**config.mk**
```make
export PLATFORM = sky130hd
export DESIGN_NAME = vga_timing_gen
export DESIGN_NICKNAME = d
export VERILOG_FILES = /design/src/rtl/vga_timing_gen.sv
export SDC_FILE = /design/constraint.sdc
export NUM_CORES = 1
export LEC_CHECK = 0
export CAP_MARGIN = 40
export CORE_ASPECT_RATIO = 0.7
export CORE_UTILIZATION = 35
export CTS_CLUSTER_DIAMETER = 60
export DETAILED_ROUTE_END_ITERATION = 10
export GPL_ROUTABILITY_DRIVEN = 0
export SLEW_MARGIN = 10
export SYNTH_ARGS = -nofsm -noshare
export SYNTH_HDL_FRONTEND = slang
export SYNTH_SLANG_ARGS = --single-unit
```
**constraint.sdc**
```tcl
create_clock -name clk -period 7.2 [get_ports clk]
set_input_delay 1.44 -clock clk [delete_from_list [all_inputs] [get_ports clk]]
set_output_delay 1.44 -clock clk [all_outputs]
set_load 0.01 [all_outputs]
```
**src/rtl/vga_timing_gen.sv**
```systemverilog
// VGA-style timing generator: h/v counters, registered syncs, position and pulses,
// with IDLE/RUN/DRAIN run control. Define VGA_TIMING_FRAME_CNT_EN to add frame_cnt.
module vga_timing_gen #(
  parameter int unsigned CW         = 11,
  parameter int unsigned H_DISPLAY  = 640,
  parameter int unsigned H_FPORCH   = 16,
  parameter int unsigned H_SYNC     = 96,
  parameter int unsigned H_BPORCH   = 48,
  parameter int unsigned V_DISPLAY  = 480,
  parameter int unsigned V_FPORCH   = 10,
  parameter int unsigned V_SYNC     = 2,
  parameter int unsigned V_BPORCH   = 33,
  parameter bit          H_SYNC_POL = 1'b0,
  parameter bit          V_SYNC_POL = 1'b0
) (
  input  logic          clk,
  input  logic          reset,
  input  logic          pix_en,
  input  logic          run,
  output logic          h_sync,
  output logic          v_sync,
  output logic          video_on,
  output logic [CW-1:0] pos_x,
  output logic [CW-1:0] pos_y,
  output logic          line_start,
  output logic          frame_start,
  output logic          running
`ifdef VGA_TIMING_FRAME_CNT_EN
  ,
  output logic [15:0]   frame_cnt
`endif
);

  localparam int unsigned H_TOTAL = H_DISPLAY + H_FPORCH + H_SYNC + H_BPORCH;
  localparam int unsigned V_TOTAL = V_DISPLAY + V_FPORCH + V_SYNC + V_BPORCH;

  localparam int unsigned H_SYNC_START = H_DISPLAY + H_FPORCH;
  localparam int unsigned H_SYNC_STOP  = H_DISPLAY + H_FPORCH + H_SYNC;
  localparam int unsigned V_SYNC_START = V_DISPLAY + V_FPORCH;
  localparam int unsigned V_SYNC_STOP  = V_DISPLAY + V_FPORCH + V_SYNC;

  localparam logic [CW-1:0] H_LAST = CW'(H_TOTAL - 1);
  localparam logic [CW-1:0] V_LAST = CW'(V_TOTAL - 1);

  if (64'(H_TOTAL) > (64'd1 << CW)) begin : g_h_total_check
    $error("vga_timing_gen: H_TOTAL %0d does not fit in CW=%0d bits", H_TOTAL, CW);
  end
  if (64'(V_TOTAL) > (64'd1 << CW)) begin : g_v_total_check
    $error("vga_timing_gen: V_TOTAL %0d does not fit in CW=%0d bits", V_TOTAL, CW);
  end

  typedef enum logic [1:0] {
    IDLE,
    RUN,
    DRAIN
  } state_t;

  state_t        state;
  state_t        state_nxt;
  logic [CW-1:0] h_cnt;
  logic [CW-1:0] v_cnt;
  logic          at_wrap;
  logic          h_in_sync;
  logic          v_in_sync;
  logic          h_in_disp;
  logic          v_in_disp;

  logic [CW-1:0] pos_x_d;
  logic [CW-1:0] pos_y_d;
  logic          h_sync_d;
  logic          v_sync_d;
  logic          video_on_d;
  logic          line_start_d;
  logic          frame_start_d;
  logic          running_d;

  // Counters sit at (0,0) while active only once the last position has been output.
  assign at_wrap   = (h_cnt == '0) && (v_cnt == '0);
  assign h_in_sync = (32'(h_cnt) >= H_SYNC_START) && (32'(h_cnt) < H_SYNC_STOP);
  assign v_in_sync = (32'(v_cnt) >= V_SYNC_START) && (32'(v_cnt) < V_SYNC_STOP);
  assign h_in_disp = 32'(h_cnt) < H_DISPLAY;
  assign v_in_disp = 32'(v_cnt) < V_DISPLAY;

  always_ff @(posedge clk or posedge reset) begin
    if (reset) begin
      state <= IDLE;
    end else begin
      state <= state_nxt;
    end
  end

  always_comb begin
    state_nxt = state;
    if (pix_en) begin
      unique case (state)
        IDLE: begin
          if (run) state_nxt = RUN;
        end
        RUN, DRAIN: begin
          if (run)          state_nxt = RUN;
          else if (at_wrap) state_nxt = IDLE;
          else              state_nxt = DRAIN;
        end
        default: state_nxt = IDLE;
      endcase
    end
  end

  // Decode of the values the next pix_en edge loads into the output registers.
  always_comb begin
    pos_x_d       = '0;
    pos_y_d       = '0;
    h_sync_d      = ~H_SYNC_POL;
    v_sync_d      = ~V_SYNC_POL;
    video_on_d    = 1'b0;
    line_start_d  = 1'b0;
    frame_start_d = 1'b0;
    running_d     = 1'b0;
    if (state_nxt != IDLE) begin
      pos_x_d       = h_cnt;
      pos_y_d       = v_cnt;
      h_sync_d      = h_in_sync ? H_SYNC_POL : ~H_SYNC_POL;
      v_sync_d      = v_in_sync ? V_SYNC_POL : ~V_SYNC_POL;
      video_on_d    = h_in_disp && v_in_disp;
      line_start_d  = (h_cnt == '0);
      frame_start_d = at_wrap;
      running_d     = 1'b1;
    end
  end

  always_ff @(posedge clk or posedge reset) begin
    if (reset) begin
      h_cnt <= '0;
      v_cnt <= '0;
    end else if (pix_en) begin
      if (state_nxt == IDLE) begin
        h_cnt <= '0;
        v_cnt <= '0;
      end else if (h_cnt == H_LAST) begin
        h_cnt <= '0;
        v_cnt <= (v_cnt == V_LAST) ? '0 : v_cnt + CW'(1);
      end else begin
        h_cnt <= h_cnt + CW'(1);
      end
    end
  end

  always_ff @(posedge clk or posedge reset) begin
    if (reset) begin
      pos_x       <= '0;
      pos_y       <= '0;
      h_sync      <= ~H_SYNC_POL;
      v_sync      <= ~V_SYNC_POL;
      video_on    <= 1'b0;
      line_start  <= 1'b0;
      frame_start <= 1'b0;
      running     <= 1'b0;
    end else begin
      line_start  <= pix_en && line_start_d;
      frame_start <= pix_en && frame_start_d;
      if (pix_en) begin
        pos_x    <= pos_x_d;
        pos_y    <= pos_y_d;
        h_sync   <= h_sync_d;
        v_sync   <= v_sync_d;
        video_on <= video_on_d;
        running  <= running_d;
      end
    end
  end

`ifdef VGA_TIMING_FRAME_CNT_EN
  always_ff @(posedge clk or posedge reset) begin
    if (reset) begin
      frame_cnt <= '0;
    end else if (pix_en && frame_start_d) begin
      frame_cnt <= frame_cnt + 16'd1;
    end
  end
`endif

endmodule

```
==> results.toml, run 1 <==
[outcome]
status = "finished clean"

[clock_tree]
clk_path_buf_depth = 2
clk_latency_ns = 0.30
htreeDepth = 2
clk_pin_slew_ns = 0.10
postCtsSetupRepairBufs = 0
cts_tree = "done"
hold_buffers = 0
cts.repair.resized = 0
cts_sinks = 52
cts_root_buffer = "clkbuf_8"
numCtsBuffers = 5

[placement]
placed_area_um2 = 2930
dp.cells = 353
dp_hpwl_um = 3990
portBuffers = 31

[sta]
setup_tns_ns = 0
finalSetupViolations = 0
rsz0062_at_grt = "false"
hold_viol = 0
maxSlewViolCount = 0
period_minus_slack_ns = 3.98
max_slew_margin_pct = 47.6
fmax_ghz = 0.251
worst_pin_slew_ns = 0.779
clock_skew_ns = 0.00720
fin_crit_sh_pct = 55.3

[global_route]
grt_usage_pct = 15.9
grt_pass1_wl_um = 9450
grt_max_degree = 34
antenna_found_initial = 0
grt_pass1_vias = 1725
overflow = 0

[setup_path]
worstPathMaxFanout = 14
ff2ff_setup_slack_ns = 4.22
rr_endpoint = "v_cnt[1]"
cp.arrival_ns = 4.23
cp.required_ns = 7.44
crit_start = "pix_en"
crit_path_end_kind = "flip-flop"
crit_type = "primary input to flip-flop"
r2r_start = "h_cnt[0]"
reg2regPathDepth = 7
critPathLaunchType = "primary input"

[hold_path]
min_path_cells = 1
min_path_type = "flip-flop to flip-flop"
hold_end = "running"
min-delay-start = "running"

[yosys]
synthesis.nets = 252
synth_warnings = 0
yosysUniqueCellTypes = 49
ys_seq_elements = 52
synth_area_per_cell_um2 = 10.6
ys_async_sr_fraction_pct = 100
synth_seq_area_share_pct = 51.1
synth-edff-count = 0
synthFlopType = "dfrtp_1"
syn-cell-area_um2 = 2550
synthCells = 241

[pwr]
p_int_mw = 0.635
power_density_nw_per_um2 = 329
ir_drop_uv = 139
pwr-share-clk_pct = 20.8
p_leak_nw = 1.34
total_power_mw = 1.00
sequentialPowerShare_pct = 42.0
p_sw_mw = 0.367
combPwrFrac_pct = 37.2
swShare_pct = 36.6

[cells_and_area]
seqCellArea_um2 = 1300
finalNonFillerCells = 361
antenna_cells = 0
nets = 277
multi_input_area_um2 = 1130
drive_gt1_share_pct = 7.49
stdcell_area_um2 = 3050
area_delta_synth_final_pct = 19.4
fill_cells = 656

[drt]
drt-wirelength-per-cell_um = 15.7
avgViaCountPerCell = 5.58
first_iter_violations = 125
drc = 0
num_vias = 2014
ant_nets = 0
dr.pass1.iters = 5
drt_wl_total_um = 5680

[floorplan]
dieArea_um2 = 7640
core.rowCount = 25
die_h_um = 73.5
ios = 32
start_util_pct = 36.9
coreArea_um2 = 6910
die_w_um = 104

[run]
cap_violations = 0
synth_stat cells, types with 2 or more instances:
| master | count | area (um2) |
|---|---|---|
| ha_1 | 7 | 87.6 |
| a32o_1 | 2 | 20.0 |
| nand3_1 | 13 | 65.1 |
| and3_1 | 2 | 12.5 |
| or3_1 | 2 | 12.5 |
| nand2_1 | 19 | 71.3 |
| a22o_1 | 27 | 236 |
| nor4_1 | 4 | 25.0 |
| xnor2_1 | 3 | 26.3 |
| inv_1 | 11 | 41.3 |
| or4_4 | 2 | 22.5 |
| nor2_1 | 12 | 45.0 |
| buf_6 | 2 | 22.5 |
| buf_2 | 4 | 20.0 |
| dfstp_2 | 2 | 52.6 |
| nor3_1 | 5 | 25.0 |
| a21o_1 | 7 | 52.6 |
| dfrtp_1 | 50 | 1250 |
| clkbuf_1 | 9 | 33.8 |
| o21ai_0 | 7 | 35.0 |
| a21oi_1 | 8 | 40.0 |
| a211o_1 | 3 | 26.3 |
| nor2b_1 | 2 | 12.5 |
| nand4_1 | 4 | 25.0 |
| a2bb2oi_1 | 5 | 43.8 |
| nor4b_1 | 3 | 26.3 |
| o31ai_1 | 4 | 30.0 |
routing by layer:
metal	global-route usage, %	part of all wire (%)
met5	0	0
met4	2.38	0.25
met3	3.37	5.9
met2	21.1	40
met1	26.1	54
cell type report:
cell class | instances | area share [%]
Inverter | 12 | 1.48
Tap cell | 94 | 3.86
Clock inverter | 3 | 1.52
Multi-Input combinational cell | 162 | 37.0
Clock buffer | 5 | 2.26
Timing Repair Buffer | 33 | 11.1
Sequential cell | 52 | 42.8
power by group through the flow:
stage	logic [mW]	clock network [mW]	registers (mW)
after floorplan	0.262	0	0.414
after global placement	0.366	0	0.425
after detailed placement	0.374	0	0.426
after CTS	0.376	0.213	0.420
after global routing	0.414	0.229	0.433
final	0.373	0.208	0.421
cells by family after synthesis:
family	Yosys count	share of synthesized area [%]
AO/OA/AOI/OAI	75	23.6
XOR/XNOR	3	1.03
adder cells (fa/ha/maj)	7	3.43
buffers and inverters	27	4.75
flip-flops	52	51.1
AND/OR/NAND/NOR	77	16.1
critical path, stage by stage:
cell and delay, ns:
clkdlybuf4s50_1 0.75, clkinv_1 0.16, nor4_1 0.72, o31ai_4 0.24, a21o_1 0.33, or4_1 0.50
nand3_1 0.09
flip-flops by register name, indices dropped and copies added (netlist names):
register	cells
h_cnt	11
pos_x	11
pos_y	11
v_cnt	11
state	2
frame_start	1
h_sync	1
line_start	1
running	1
v_sync	1
video_on	1
stage by stage:
step                hold slack, ns  utilization, %  setup WS [ns]
finish                       0.492            44.1           3.22
global route                 0.535            44.1           3.08
CTS                          0.495            44.1           3.24
detailed placement           0.471            42.4           2.94
global placement             0.466            42.1           3.09
floorplan                    0.491               -           3.93
layout by cell type (no fill, tap or decap), drive strengths merged, types with 2 or more instances in the layout:
cell | netlist | final
dfrtp | 50 | 50
clkdlybuf4s50 | 0 | 31
a22o | 27 | 27
nand2 | 20 | 20
nand3 | 13 | 13
nor2 | 12 | 12
inv | 11 | 12
a21oi | 9 | 9
o21ai | 7 | 7
a21o | 7 | 7
ha | 7 | 7
nor3 | 5 | 5
a2bb2oi | 5 | 5
clkbuf | 9 | 5
o31ai | 5 | 5
nor4 | 4 | 4
nand4 | 4 | 4
a211o | 3 | 3
nor4b | 3 | 3
xnor2 | 3 | 3
or4 | 3 | 3
nor2b | 2 | 2
or3 | 2 | 2
a32o | 2 | 2
and3 | 2 | 2
dfstp | 2 | 2
or2 | 2 | 2
buf | 6 | 2
how the worst max path moves through the flow:
stage / end / slack (ns) / cells after the start
finish: v_cnt[9] / 3.22 / 7
global route: v_cnt[8] / 3.08 / 7
CTS: v_cnt[9] / 3.24 / 7
detailed placement: v_cnt[9] / 2.94 / 7
global placement: v_cnt[9] / 3.09 / 7
floorplan: v_cnt[9] / 3.93 / 7
Note: power is estimated with default switching activity, not from simulation.
==> run 2, diff against run 1 <==
==> constraint.sdc (replaced) <==
create_clock -name clk -period 3.8 [get_ports clk]
set_input_delay 0.76 -clock clk [delete_from_list [all_inputs] [get_ports clk]]
set_output_delay 0.76 -clock clk [all_outputs]
set_load 0.01 [all_outputs]
==> run 2 against run 1 <==
  * Sequential power increased by 90%
  * Utilization shrank 0.38 points
  * Critical path type is now flip-flop to flip-flop
  * Cell count did not move
  * Critical endpoint is now v_cnt[1]
  * Highest routed layer unchanged
  * Cell area fell by 0.86%
==> results.toml, run 2 (synthesized netlist as in run 1, its figures left out) <==
[pwr]
total_power_mw = 1.82
ir_drop_uv = 249
p_leak_nw = 1.33
power_density_nw_per_um2 = 602

[sta]
clock_skew_ns = 0.00759
setup_tns_ns = 0
finalSetupViolations = 0
rsz0062_at_grt = "false"
maxSlewViolCount = 0
whs_ns = 0.493
hold_viol = 0
worst_pin_slew_ns = 0.695
max_slew_margin_pct = 53.3
fmax_ghz = 0.335
period_minus_slack_ns = 2.98
fin_crit_sh_pct = 78.5

[drt]
dr.pass1.iters = 4
num_vias = 1976
avgViaCountPerCell = 5.47
ant_nets = 0
drt-wirelength-per-cell_um = 16.2
drt_wl_total_um = 5830
drc = 0
first_iter_violations = 136

[clock_tree]
cts_tree = "done"
clk_latency_ns = 0.30
cts_sinks = 52
cts_root_buffer = "clkbuf_8"
clk_pin_slew_ns = 0.10
hold_buffers = 0
numCtsBuffers = 5
clk_path_buf_depth = 2
cts.repair.resized = 0
htreeDepth = 2
postCtsSetupRepairBufs = 0

[global_route]
grt_pass1_vias = 1899
grt_max_degree = 37
overflow = 0
met1_usage_pct = 25.2
antenna_found_initial = 0
met2_usage_pct = 23.9
grt-busiest-layer = "met1"
grt_pass1_wl_um = 9870
met3_usage_pct = 3.82
grt_usage_pct = 16.7

[floorplan]
ios = 32
start_util_pct = 36.9
coreArea_um2 = 6910
die_w_um = 104
die_h_um = 73.5
dieArea_um2 = 7640
core.rowCount = 25

[setup_path]
slowest_delay_ns = 0.48
slowest_stage = "or4_4"
cp.arrival_ns = 3.18
critPathLaunchType = "flip-flop"
crit_chain = "inv_1 -> ha_1 -> or4b_1 -> or4_4 -> o31ai_4 -> nand2_2 -> a32o_1"
worstPathMaxFanout = 28
cp.required_ns = 4.00
crit_path_end_kind = "flip-flop"
crit_type = "flip-flop to flip-flop"

[run]
cap_violations = 0

[cells_and_area]
finish.utilization_pct = 43.7
antenna_cells = 0
mostFrequentLayoutCell = "dfrtp_1"
drive_gt1_share_pct = 7.49
area_delta_synth_final_pct = 18.3
layout_common_cells = "dfrtp_1, clkdlybuf4s50_1, a22o_1, nand2_1, nand3_1"
nets = 278

[placement]
dp_hpwl_um = 3980
portBuffers = 31

[hold_path]
min_path_type = "flip-flop to flip-flop"

[outcome]
status = "finished clean"
[run 2: metrics by stage]
step	instances	cell area [um2]	setup slack, ns
finish	361	3020	0.817
global route	361	3020	0.626
CTS	361	3020	0.797
detailed placement	354	2940	0.634
global placement	353	2920	0.647
floorplan	241	2550	1.20
[run 2: final timing paths]
kind | from | depth (start not counted) | end | slack [ns]
worst max-delay path | h_cnt[0] | 7 | v_cnt[1] | 0.82
worst min-delay path | running | 1 | running | 0.49
worst max register to register | h_cnt[0] | 7 | v_cnt[1] | 0.82
worst min register to register | running | 1 | running | 0.49
max in group asynchronous | reset | 3 | h_sync | 2.48
min in group asynchronous | reset | 2 | pos_y[4] | 0.74
[run 2: critical path: cells and delay by family (launching register included)]
kind / cells / cell delay (ns)
DFF: 1 / 0.44
and+or+nand+nor: 3 / 1.37
buffers and inverters: 1 / 0.11
AOI/OAI and AO/OA: 2 / 0.81
adders and majority gates: 1 / 0.14
[run 2: final cells by class]
class / count / area, um2
multi-input cells: 162 / 1130
clock buffers: 5 / 68.8
repair buffers: 34 / 345
well taps: 94 / 118
clock inverters: 2 / 12.5
fillers: 660 / 3890
flip-flops and latches: 52 / 1300
inverters: 12 / 45.0
[run 2: power by group]
| group | switching (mW) | internal [mW] |
|---|---|---|
| logic | 0.374 | 0.337 |
| registers | 0.132 | 0.669 |
| clock network | 0.180 | 0.125 |
[run 2: layer usage]
layer	routed length (um)	vias up	part of all wire, %
li1	-	951	-
met1	3110	969	53
met2	2360	52	40
met3	340	4	5.8
met4	24	0	0.41
met5	0	-	0
==> run 3, diff against run 2 <==
==> constraint.sdc (replaced) <==
create_clock -name clk -period 2.6 [get_ports clk]
set_input_delay 0.52 -clock clk [delete_from_list [all_inputs] [get_ports clk]]
set_output_delay 0.52 -clock clk [all_outputs]
set_load 0.01 [all_outputs]
==> run 3 against run 2 <==
  * Sequential share of layout area shrank 5.0 points
  * Clock-buffer cell count is the same
  * First-iteration DRC count shrank 16%
  * Cell count grew 11%
  * Die area is the same
  * Largest cell class unchanged
  * Wire length grew 8.1%
  * Sequential power grew 41%
  * Non-clock buffer count grew 37
  * Power grew 73%
  * Hold slack gained 0.0021 ns
==> results.toml, run 3 (synthesized netlist as in run 1, its figures left out) <==
[pwr]
ir_drop_uv = 537
p_leak_nw = 1.56
power_density_nw_per_um2 = 921
total_power_mw = 3.15

[cells_and_area]
mostFrequentLayoutCell = "dfrtp_1"
finish.utilization_pct = 49.4
finalNonFillerCells = 400
fill_cells = 624
nets = 316
layout_common_cells = "dfrtp_1, buf_4, clkdlybuf4s50_1, a22o_1, nand2_1"
antenna_cells = 0
area_delta_synth_final_pct = 33.8
drive_gt1_share_pct = 21.2

[floorplan]
die_h_um = 73.5
die_w_um = 104
ios = 32
coreArea_um2 = 6910
core.rowCount = 25
start_util_pct = 36.9
dieArea_um2 = 7640

[sta]
worst_pin_slew_ns = 0.521
worst_slack_ns = 0.00630
hold_viol = 0
max_slew_margin_pct = 65.2
finalSetupViolations = 0
rsz0062_at_grt = "true"
clock_skew_ns = 0.0175
fin_crit_sh_pct = 99.8
fmax_ghz = 0.386
maxSlewViolCount = 0
setup_tns_ns = 0
period_minus_slack_ns = 2.59

[drt]
num_vias = 2136
drt-met1-wl_um = 3380
ant_nets = 0
top_layer = "met4"
avgViaCountPerCell = 5.34
dr.pass1.iters = 4
drt-wirelength-per-cell_um = 15.8
wl_met3_um = 355
drc = 0
first_iter_violations = 114
wl_met2_um = 2540
drt_wl_total_um = 6300

[setup_path]
cp.arrival_ns = 2.78
worstPathMaxFanout = 11
crit_buf_inv = 3
reg2regPathDepth = 9
crit_path_end_kind = "flip-flop"
slowest_stage = "or4_4"
rr_endpoint = "pos_x[8]"
cp.required_ns = 2.79
critPathLaunchType = "flip-flop"
crit_type = "flip-flop to flip-flop"
crit_chain = "inv_2 -> ha_1 -> or4b_4 -> or4_4 -> o31ai_4 -> buf_4 -> nand2_4 -> buf_12 -> a22o_1"
r2r_start = "h_cnt[0]"
crit_start = "h_cnt[0]"
worst-path-stages = 9
timing.critical_path.to = "pos_x[8]"
ff2ff_setup_slack_ns = 0.006
slowest_delay_ns = 0.48
critical-path-top-delay-family = "simple AND/OR/NAND/NOR gates"

[placement]
dp.cells = 386
portBuffers = 31
post-place-ws_ns = -0.100
dp_hpwl_um = 4510

[clock_tree]
numCtsBuffers = 5
clk_pin_slew_ns = 0.11
htreeDepth = 2
cts_tree = "done"
cts_sinks = 52
clk_latency_ns = 0.31
clk_path_buf_depth = 2
cts_root_buffer = "clkbuf_8"
hold_buffers = 0

[global_route]
antenna_found_initial = 0
grt_usage_pct = 17.0
grt_pass1_vias = 1944
grt_pass1_wl_um = 10100
grt_max_degree = 31
overflow = 0

[hold_path]
min_path_type = "flip-flop to flip-flop"
min-delay-start = "running"

[run]
cap_violations = 0

[outcome]
status = "finished clean"
[run 3: stage by stage]
stage | instance area [um2] | hold WS [ns]
detailed placement | 3190 | 0.481
global route | 3410 | 0.536
floorplan | 2550 | 0.491
finish | 3410 | 0.495
global placement | 3190 | 0.471
CTS | 3340 | 0.497
[run 3: cell type report]
type / count / area [um2] / area share [%]
Timing Repair Buffer: 71 / 661 / 19.3
Inverter: 12 / 45.0 / 1.32
Sequential cell: 52 / 1300 / 38.2
Clock buffer: 5 / 68.8 / 2.02
Clock inverter: 3 / 47.5 / 1.39
Tap cell: 94 / 118 / 3.44
Multi-Input combinational cell: 163 / 1170 / 34.3
[run 3: per-layer routing]
layer	vias to the layer above	global-route usage, %
li1	1035	-
met1	1031	26.9
met2	66	23.6
met3	4	3.55
met4	0	2.86
met5	-	0
[run 3: worst min path at each step]
stage	to	cells past startpoint
floorplan	v_sync	2
global placement	running	1
detailed placement	running	1
CTS	v_sync	2
global route	v_sync	2
finish	running	1
[run 3: repair_timing]
action | CTS | global route
endpoints found under the setup margin | 41 | 41
gates cloned | 0 | 2
gates resized for setup | 6 | 6
setup buffers | 1 | 3
pin swaps | 2 | 3
[run 3: worst reg2reg max path, delay by kind of cell (launching register included)]
kind	cells	cell delay, ns
and+or+nand+nor	3	1.03
AOI/OAI and AO/OA	2	0.50
buffers and inverters	3	0.41
DFF	1	0.41
adders and majority gates	1	0.13
[run 3: report_power, final]
part	switching (mW)	internal [mW]
registers	0.148	0.979
logic	0.677	0.776
clock network	0.277	0.290
